## src/rtl/usb_txn_retry_fsm.sv

```systemverilog
// Host-side USB transaction sequencer: issues token, DATA0 and handshake packets
// for one OUT or IN transfer and retries on NAK, timeout or corrupted responses.
module usb_txn_retry_fsm #(
    parameter int TIMEOUT_CYCLES = 255,
    parameter int MAX_ATTEMPTS   = 8
) (
    input  logic        clk,
    input  logic        rst_L,
    input  logic        txn_start,
    input  logic        txn_type,
    input  logic [6:0]  txn_addr,
    input  logic [3:0]  txn_endp,
    input  logic [63:0] txn_wdata,
    output logic        busy,
    output logic        txn_done,
    output logic        txn_success,
    output logic [63:0] txn_rdata,
    output logic        pkt_send,
    output logic [3:0]  pkt_pid,
    output logic [6:0]  pkt_addr,
    output logic [3:0]  pkt_endp,
    output logic [63:0] pkt_data,
    input  logic        pkt_sent,
    output logic        rx_en,
    input  logic        rx_valid,
    input  logic [3:0]  rx_pid,
    input  logic [63:0] rx_data,
    input  logic        rx_error
);
    // state       | meaning
    // S_IDLE      | no transaction, waiting for txn_start
    // S_TOKEN     | OUT/IN token handed to encoder, waiting for pkt_sent
    // S_DATA      | DATA0 with latched payload handed to encoder
    // S_WAIT_HS   | receiver on, waiting for the device handshake (OUT)
    // S_WAIT_DATA | receiver on, waiting for the device DATA0 (IN)
    // S_SEND_ACK  | host ACK for good IN data, then success
    // S_SEND_NAK  | host NAK for corrupted IN data, then attempt fails
    // S_DONE      | txn_done pulse, back to idle
    typedef enum logic [2:0] {
        S_IDLE,
        S_TOKEN,
        S_DATA,
        S_WAIT_HS,
        S_WAIT_DATA,
        S_SEND_ACK,
        S_SEND_NAK,
        S_DONE
    } state_t;

    localparam logic [3:0] PID_OUT   = 4'b0001;
    localparam logic [3:0] PID_IN    = 4'b1001;
    localparam logic [3:0] PID_DATA0 = 4'b0011;
    localparam logic [3:0] PID_ACK   = 4'b0010;
    localparam logic [3:0] PID_NAK   = 4'b1010;

    localparam int TW = $clog2(TIMEOUT_CYCLES + 1);
    localparam int AW = $clog2(MAX_ATTEMPTS + 1);

    state_t         state;
    logic           lat_type;
    logic [AW-1:0]  attempt;
    logic [TW-1:0]  tmo_cnt;

    logic tmo_hit;
    logic can_retry;
    logic rx_ack_ok;
    logic rx_data_ok;
    logic attempt_fail;

    always_comb begin
        tmo_hit      = (tmo_cnt == TW'(TIMEOUT_CYCLES));
        can_retry    = (attempt < AW'(MAX_ATTEMPTS));
        rx_ack_ok    = rx_valid && !rx_error && (rx_pid == PID_ACK);
        rx_data_ok   = rx_valid && !rx_error && (rx_pid == PID_DATA0);
        attempt_fail = 1'b0;
        case (state)
            // a response in the same cycle as the timeout wins over the timeout
            S_WAIT_HS:   attempt_fail = rx_valid ? !rx_ack_ok : tmo_hit;
            S_WAIT_DATA: attempt_fail = rx_valid ? (!rx_error && !rx_data_ok) : tmo_hit;
            S_SEND_NAK:  attempt_fail = pkt_sent;
            default:     attempt_fail = 1'b0;
        endcase
    end

    always_ff @(posedge clk or negedge rst_L) begin
        if (!rst_L) begin
            state       <= S_IDLE;
            lat_type    <= 1'b0;
            attempt     <= '0;
            tmo_cnt     <= '0;
            busy        <= 1'b0;
            txn_done    <= 1'b0;
            txn_success <= 1'b0;
            txn_rdata   <= '0;
            pkt_send    <= 1'b0;
            pkt_pid     <= '0;
            pkt_addr    <= '0;
            pkt_endp    <= '0;
            pkt_data    <= '0;
            rx_en       <= 1'b0;
        end else begin
            pkt_send <= 1'b0;
            txn_done <= 1'b0;
            case (state)
                S_IDLE, S_DONE: begin
                    if (txn_start) begin
                        lat_type    <= txn_type;
                        pkt_addr    <= txn_addr;
                        pkt_endp    <= txn_endp;
                        pkt_data    <= txn_wdata;
                        attempt     <= AW'(1);
                        busy        <= 1'b1;
                        txn_success <= 1'b0;
                        pkt_send    <= 1'b1;
                        pkt_pid     <= txn_type ? PID_IN : PID_OUT;
                        state       <= S_TOKEN;
                    end else begin
                        state <= S_IDLE;
                    end
                end
                S_TOKEN: begin
                    if (pkt_sent) begin
                        if (lat_type) begin
                            state   <= S_WAIT_DATA;
                            rx_en   <= 1'b1;
                            tmo_cnt <= '0;
                        end else begin
                            state    <= S_DATA;
                            pkt_send <= 1'b1;
                            pkt_pid  <= PID_DATA0;
                        end
                    end
                end
                S_DATA: begin
                    if (pkt_sent) begin
                        state   <= S_WAIT_HS;
                        rx_en   <= 1'b1;
                        tmo_cnt <= '0;
                    end
                end
                S_WAIT_HS: begin
                    if (rx_ack_ok) begin
                        state       <= S_DONE;
                        rx_en       <= 1'b0;
                        busy        <= 1'b0;
                        txn_done    <= 1'b1;
                        txn_success <= 1'b1;
                    end else if (!rx_valid && !tmo_hit) begin
                        tmo_cnt <= tmo_cnt + TW'(1);
                    end
                end
                S_WAIT_DATA: begin
                    if (rx_data_ok) begin
                        txn_rdata <= rx_data;
                        rx_en     <= 1'b0;
                        state     <= S_SEND_ACK;
                        pkt_send  <= 1'b1;
                        pkt_pid   <= PID_ACK;
                    end else if (rx_valid && rx_error) begin
                        rx_en    <= 1'b0;
                        state    <= S_SEND_NAK;
                        pkt_send <= 1'b1;
                        pkt_pid  <= PID_NAK;
                    end else if (!rx_valid && !tmo_hit) begin
                        tmo_cnt <= tmo_cnt + TW'(1);
                    end
                end
                S_SEND_ACK: begin
                    if (pkt_sent) begin
                        state       <= S_DONE;
                        busy        <= 1'b0;
                        txn_done    <= 1'b1;
                        txn_success <= 1'b1;
                    end
                end
                S_SEND_NAK: begin
                    state <= S_SEND_NAK;
                end
            endcase

            // every failure path funnels through here so retry bookkeeping lives in one place
            if (attempt_fail) begin
                rx_en <= 1'b0;
                if (can_retry) begin
                    attempt  <= attempt + AW'(1);
                    state    <= S_TOKEN;
                    pkt_send <= 1'b1;
                    pkt_pid  <= lat_type ? PID_IN : PID_OUT;
                end else begin
                    state       <= S_DONE;
                    busy        <= 1'b0;
                    txn_done    <= 1'b1;
                    txn_success <= 1'b0;
                end
            end
        end
    end
endmodule

```

## config.mk

```make
export PLATFORM = sky130hd
export DESIGN_NAME = usb_txn_retry_fsm
export DESIGN_NICKNAME = d
export VERILOG_FILES = /design/src/rtl/usb_txn_retry_fsm.sv
export SDC_FILE = /design/constraint.sdc
export NUM_CORES = 1
export LEC_CHECK = 0
export BUFFER_PORTS_ARGS = -buffer_cell sky130_fd_sc_hd__buf_2
export CORE_ASPECT_RATIO = 1.4
export CORE_MARGIN = 4
export CORE_UTILIZATION = 49
export CTS_BUF_LIST = sky130_fd_sc_hd__clkbuf_4 sky130_fd_sc_hd__clkbuf_8
export DETAILED_ROUTE_END_ITERATION = 10
export PLACE_DENSITY = 0.89
export SETUP_SLACK_MARGIN = 0.1
export SYNTH_ARGS = -nofsm -noshare
export SYNTH_HDL_FRONTEND = slang
export SYNTH_SLANG_ARGS = --single-unit
```

## constraint.sdc

```tcl
create_clock -name clk -period 2.2 [get_ports clk]
set_clock_uncertainty 0.1 [all_clocks]
set_input_delay 0.44 -clock clk [delete_from_list [all_inputs] [get_ports clk]]
set_output_delay 0.44 -clock clk [all_outputs]
set_load 0.01 [all_outputs]
```

# [Word-level counts from Yosys, hierarchy flattened]
# Cells that the tools add are included.
[word_totals] out_inout_bits=148 latch_bits=0 n_memories=0 word_cells=128 rom_bits=0 ramBits=0 regBits=164
[classes] n_mul=0 reduce_logical=20 n_eq_ne=22 n_shift=0 n_bitwise=0 order_cmp=1 div_mod_pow=0 add_sub_neg=2 n_mux=69
[op_table] operator="8-bit 2-to-1 mux" count=7
[op_table] operator="4-bit 2-to-1 mux" count=13
[op_table] operator="8-bit case mux with 4 select lines" count=1
[op_table] operator="1-bit 2-to-1 mux" count=31
[op_table] operator="3-bit 2-to-1 mux" count=9
[op_table] operator="3-bit case mux with 7 select lines" count=1
[op_table] operator="3-bit != test, second input constant" count=5
[op_table] operator="3-bit equality test, second input constant" count=4
[op_table] operator="2-bit != test, second input constant" count=6
[op_table] operator="1-bit case mux with 3 select lines" count=4
[op_table] operator="4-bit case mux with 3 select lines" count=1
[op_table] operator="8-bit by 1-bit adder with 8-bit output, second input constant" count=1
[op_table] operator="4-bit by 2-bit equality test with 1-bit output, second input constant" count=2
[op_table] operator="8-bit equality test, second input constant" count=1
[op_table] operator="7-bit AND reduction" count=1
[op_table] operator="3-bit by 2-bit equality test with 1-bit output, second input constant" count=2
[op_table] operator="1-bit logical AND" count=6
[op_table] operator="6-bit AND reduction" count=1
[op_table] operator="1-bit zero test" count=5
[op_table] operator="5-bit AND reduction" count=1
[op_table] operator="5-bit nonzero test" count=1
[op_table] operator="4-bit by 1-bit adder with 4-bit output, second input constant" count=1
[op_table] operator="4-bit less-than comparator, second input constant" count=1
[op_table] operator="4-bit != test, second input constant" count=1
[op_table] operator="other kinds (7)" count=8

# [Logic depth before layout (Yosys ltp)]
[depth] depth_word=9 mapped_depth=9

# [Least setup slack after synthesis]
# OpenSTA, ideal clock, no wires.
[synth_path] path_type="input-to-reg" startpoint="in rx_pid[3]" endpoint="reg txn_rdata[0]" setup_ns=0.125 n_path_buf=2 cell_stages=6 required_time_ns=1.975 slack_ns=-0.257 t_arrival_ns=2.232 path_cell_list="or3b_4 or3_4 or4_4 buf_6 buf_12 mux2_4"
[synth_between] elab_chain_cells=3
[synth_lines] item="from (decl)" line="26" text="input logic [3:0] rx_pid,"
[synth_lines] item="4-bit by 2-bit equality test with 1-bit output" line="74" text="rx_data_ok = rx_valid && !rx_error && (rx_pid == PID_DATA0);"
[synth_lines] item="1-bit logical AND" line="74"
[synth_lines] item="2-bit AND reduction (no line)"
[synth_lines] item="to (signal assigned)" line="154" text="txn_rdata <= rx_data;"
[synth_lines] item="to (decl)" line="17" text="output logic [63:0] txn_rdata,"
# Every way passes these cells.
# A chain may end at the register's enable or synchronous reset.

# [Worst setup path after layout]
[layout_path] startpoint="in rx_pid[3]" endpoint="reg txn_rdata[4]"
# Same word-level chain as after synthesis.

==> summary.txt <==
Run status
  • Status: finished, final reports clean

Floorplanning
  • Site Rows: 51
  • Initial Util: 50.0%
  • Die Ht: 149 um
  • Die Width: 109 um
  • Die area: 16200 um^2
  • Io pins: 298
  • Core Footprint: 13900 um^2

Global routing
  • Vias in the first global route: 5890
  • Remaining global-route overflow: 0
  • GRT busiest layer: met2
  • Global routing usage on met2: 41.9%
  • First-pass GRT wire length: 29.5 mm
  • Met3 Use GR: 7.15%
  • Antenna violations before repair: 1
  • Largest net degree at the start of global routing: 109
  • GRT Total Usage: 23.7%
  • Met1 Use GR: 25.9%

Detailed routing
  • Pre-Repair DR Iteration Count: 4
  • Via Count: 5730
  • DRT Wirelength: 19.5 mm
  • DRC Markers: 0
  • Post-DR vias/cell: 5.10
  • WL/cell: 17.4 um
  • Antenna Nets Post-Route: 0
  • Drt first-iter violations: 238

Cells and area
  • Nets: 1076
  • Fillers: 1059
  • Area Growth Syn to Fin: 31.9%
  • Share of layout cells above drive strength 1: 46.0%
  • Multi-input gate area: 2640 um^2
  • Register area: 4110 um^2

Synthesis
  • Register area share after synthesis: 59.0%
  • Synth top area cells: dfrtp_1, nand2_1, mux2_4
  • Area leader, netlist: dfrtp_1
  • Total nets after synthesis: 770
  • Commonest cells in the netlist: nand2_1, dfrtp_1, mux2_4, o21ai_0, clkbuf_1
  • Avg Cell Area, Syn: 11.2 um^2
  • Yosys reg bits: 164
  • Synthesized instance count: 618
  • Async set or reset register ratio after synthesis: 100%
  • Mapped cell area: 6950 um^2
  • Synth Warn #: 0
  • Cell with the most instances after synthesis: nand2_1
  • Synth cell types: 54
  • Share of Yosys cell area claimed by the top area cell type: 59.0%
  • Ys flop type: dfrtp_1
  • Post-synth EDFFs: 0

STA
  • Setup violations, final: 0
  • Maximum clock rate: 459 MHz
  • Unrepaired setup endpoints after global routing: true
  • Worst-case hold slack: 74.5 ps
  • Min cycle time layout: 2180 ps
  • Crit share post-route: 99.1%
  • Headroom to the max-slew limit: 60.3%
  • Slew Limit Fails: 0
  • Worst Tran Pin Value: 596 ps
  • Hold Fails Final Rpt: 0

Critical path
  • Crit Path Max Fanout: 40
  • Crit Path Class: in2reg
  • CP endpoint kind: flip-flop
  • CP required: 2430 ps
  • Startpoint Class: primary input
  • Cell-by-cell listing of the critical path: buf_2 > or3b_4 > or3_4 > or4_4 > buf_12 > mux2_4
  • Critical Path AT: 2410 ps
  • Crit-path max cell delay: 470 ps
  • Kind of cell adding the most delay to the critical path: simple AND/OR/NAND/NOR gates
  • Slowest cell on crit path: or4_4
  • Crit path buffers/inverters: 2

Clocking
  • Clk_lat worst skew: 440 ps
  • CTS tree: done
  • CTS max path bufs: 2
  • Num CTS Buffers: 17
  • H-tree depth: 4
  • Root Buffer: clkbuf_8
  • Num Clock Sinks: 164
  • Worst-path clk slew: 90 ps

Pwr
  • Clk pwr share: 21.7%
  • Maximum vdd drop: 0.714 mV
  • Pleak: 5.38 nW
  • Overall Power: 10.8 mW
  • Switching Fraction: 36.7%
  • Combinational power share: 36.8%
  • NetSw: 3.96 mW
  • P_int: 6.85 mW
  • Seq pwr share: 41.5%
  • Pwr per Cell Area: 1180 nW/um^2

Placement
  • Buffers on Ports: 297
  • Post-DP HPWL: 14.7 mm
  • Final GP Congestion: 0.833

Hold path
  • Worst min-delay path class: in2reg

Run
  • Max-cap viol count: 0
==> final timing paths <==
| check | start | endpoint | slack [ps] | depth (start not counted) |
|---|---|---|---|---|
| max in group asynchronous | rst_L | pkt_data[36]$_DFFE_PN0P_ | 1010 | 3 |
| worst min register to register | attempt[2]$_DFF_PN0_ | attempt[2]$_DFF_PN0_ | 370 | 1 |
| min in group asynchronous | rst_L | txn_rdata[29]$_DFFE_PN0P_ | 240 | 2 |
| worst max register to register | state[2]$_DFFE_PN0P_ | txn_rdata[4]$_DFFE_PN0P_ | 220 | 4 |
| worst min-delay path | txn_wdata[35] | pkt_data[35]$_DFFE_PN0P_ | 70 | 3 |
| worst max-delay path | rx_pid[3] | txn_rdata[4]$_DFFE_PN0P_ | 20 | 6 |
==> metrics by stage <==
stage	setup TNS, ps	worst slack, ps	instance area (um^2)	util (%)	instances
after global placement	-22970	-370	8700	62.5	1089
final	0	19.2	9170	65.9	1123
after floorplan	-15760	-257	6970	-	618
after CTS	0	84.2	9140	65.7	1122
after global routing	0	51.8	9170	65.9	1122
after detailed placement	-25140	-405	8700	62.5	1089
==> layer usage <==
layer / vias up / share of wire (%)
met5: - / 0.067
met4: 2 / 2.9
met3: 46 / 9.4
met2: 292 / 52
met1: 2735 / 36
li1: 2655 / -
==> cell families (layout without fill, tap and decap cells) <==
logic type,count (synthesis),count (layout),share of synthesized area (%)
buf+inv,36,355,3.47
xor+xnor,1,1,0.126
flops,164,164,59.0
compound gates,60,60,5.58
simple gates,286,286,17.1
other cells,0,1,0
fa+ha+maj,2,2,0.360
mux,69,69,14.3
==> state kept, by name, summed over array words and instances, names as in the netlist <==
signal and count:
txn_done 1, pkt_endp 4, pkt_data 64, state 3, rx_en 1, pkt_addr 7
lat_type 1, attempt 4, txn_success 1, busy 1, pkt_pid 4, txn_rdata 64
pkt_send 1, tmo_cnt 8
==> timing repair <==
action                                  CTS  global route
hold endpoints to repair                164             0
resized for setup                         1             6
endpoints found under the setup margin   22            58
hold buffers                              1             0
buffers inserted                          0             0
gates cloned                              0             0
==> worst min-delay path, cell delays in order <==
cell and delay, ps:
buf_2 80, nand2_1 40, nand2_1 40
==> cell type report <==
| cell class | count | area share [%] |
|---|---|---|
| Sequential cell | 164 | 44.8 |
| Multi-Input combinational cell | 418 | 28.7 |
| Timing Repair Buffer | 318 | 19.0 |
| Clock buffer | 20 | 2.93 |
| Tap cell | 185 | 2.52 |
| Clock inverter | 12 | 1.81 |
| Inverter | 5 | 0.205 |
| Antenna cell | 1 | 0.0273 |
==> power groups by stage <==
stage	Clock, mW	Sequential, mW	Combinational [mW]
global route	2.55	4.60	4.38
CTS	2.41	4.48	3.99
finish	2.35	4.48	3.98
floorplan	0	4.86	1.83
detailed placement	0	4.50	3.98
global placement	0	4.48	3.82
==> placed cells by master (no fill, tap or decap), drive strengths merged, types with 3 or more instances in the layout <==
cell / instances
a21oi: 9
and3: 5
buf: 317
bufinv: 3
clkbuf: 20
clkinv: 3
dfrtp: 164
inv: 10
mux2: 65
mux2i: 4
nand2: 243
nand3: 3
nor2: 12
nor3: 3
o21ai: 24
or4: 3
(Power assumes the default switching activity.)
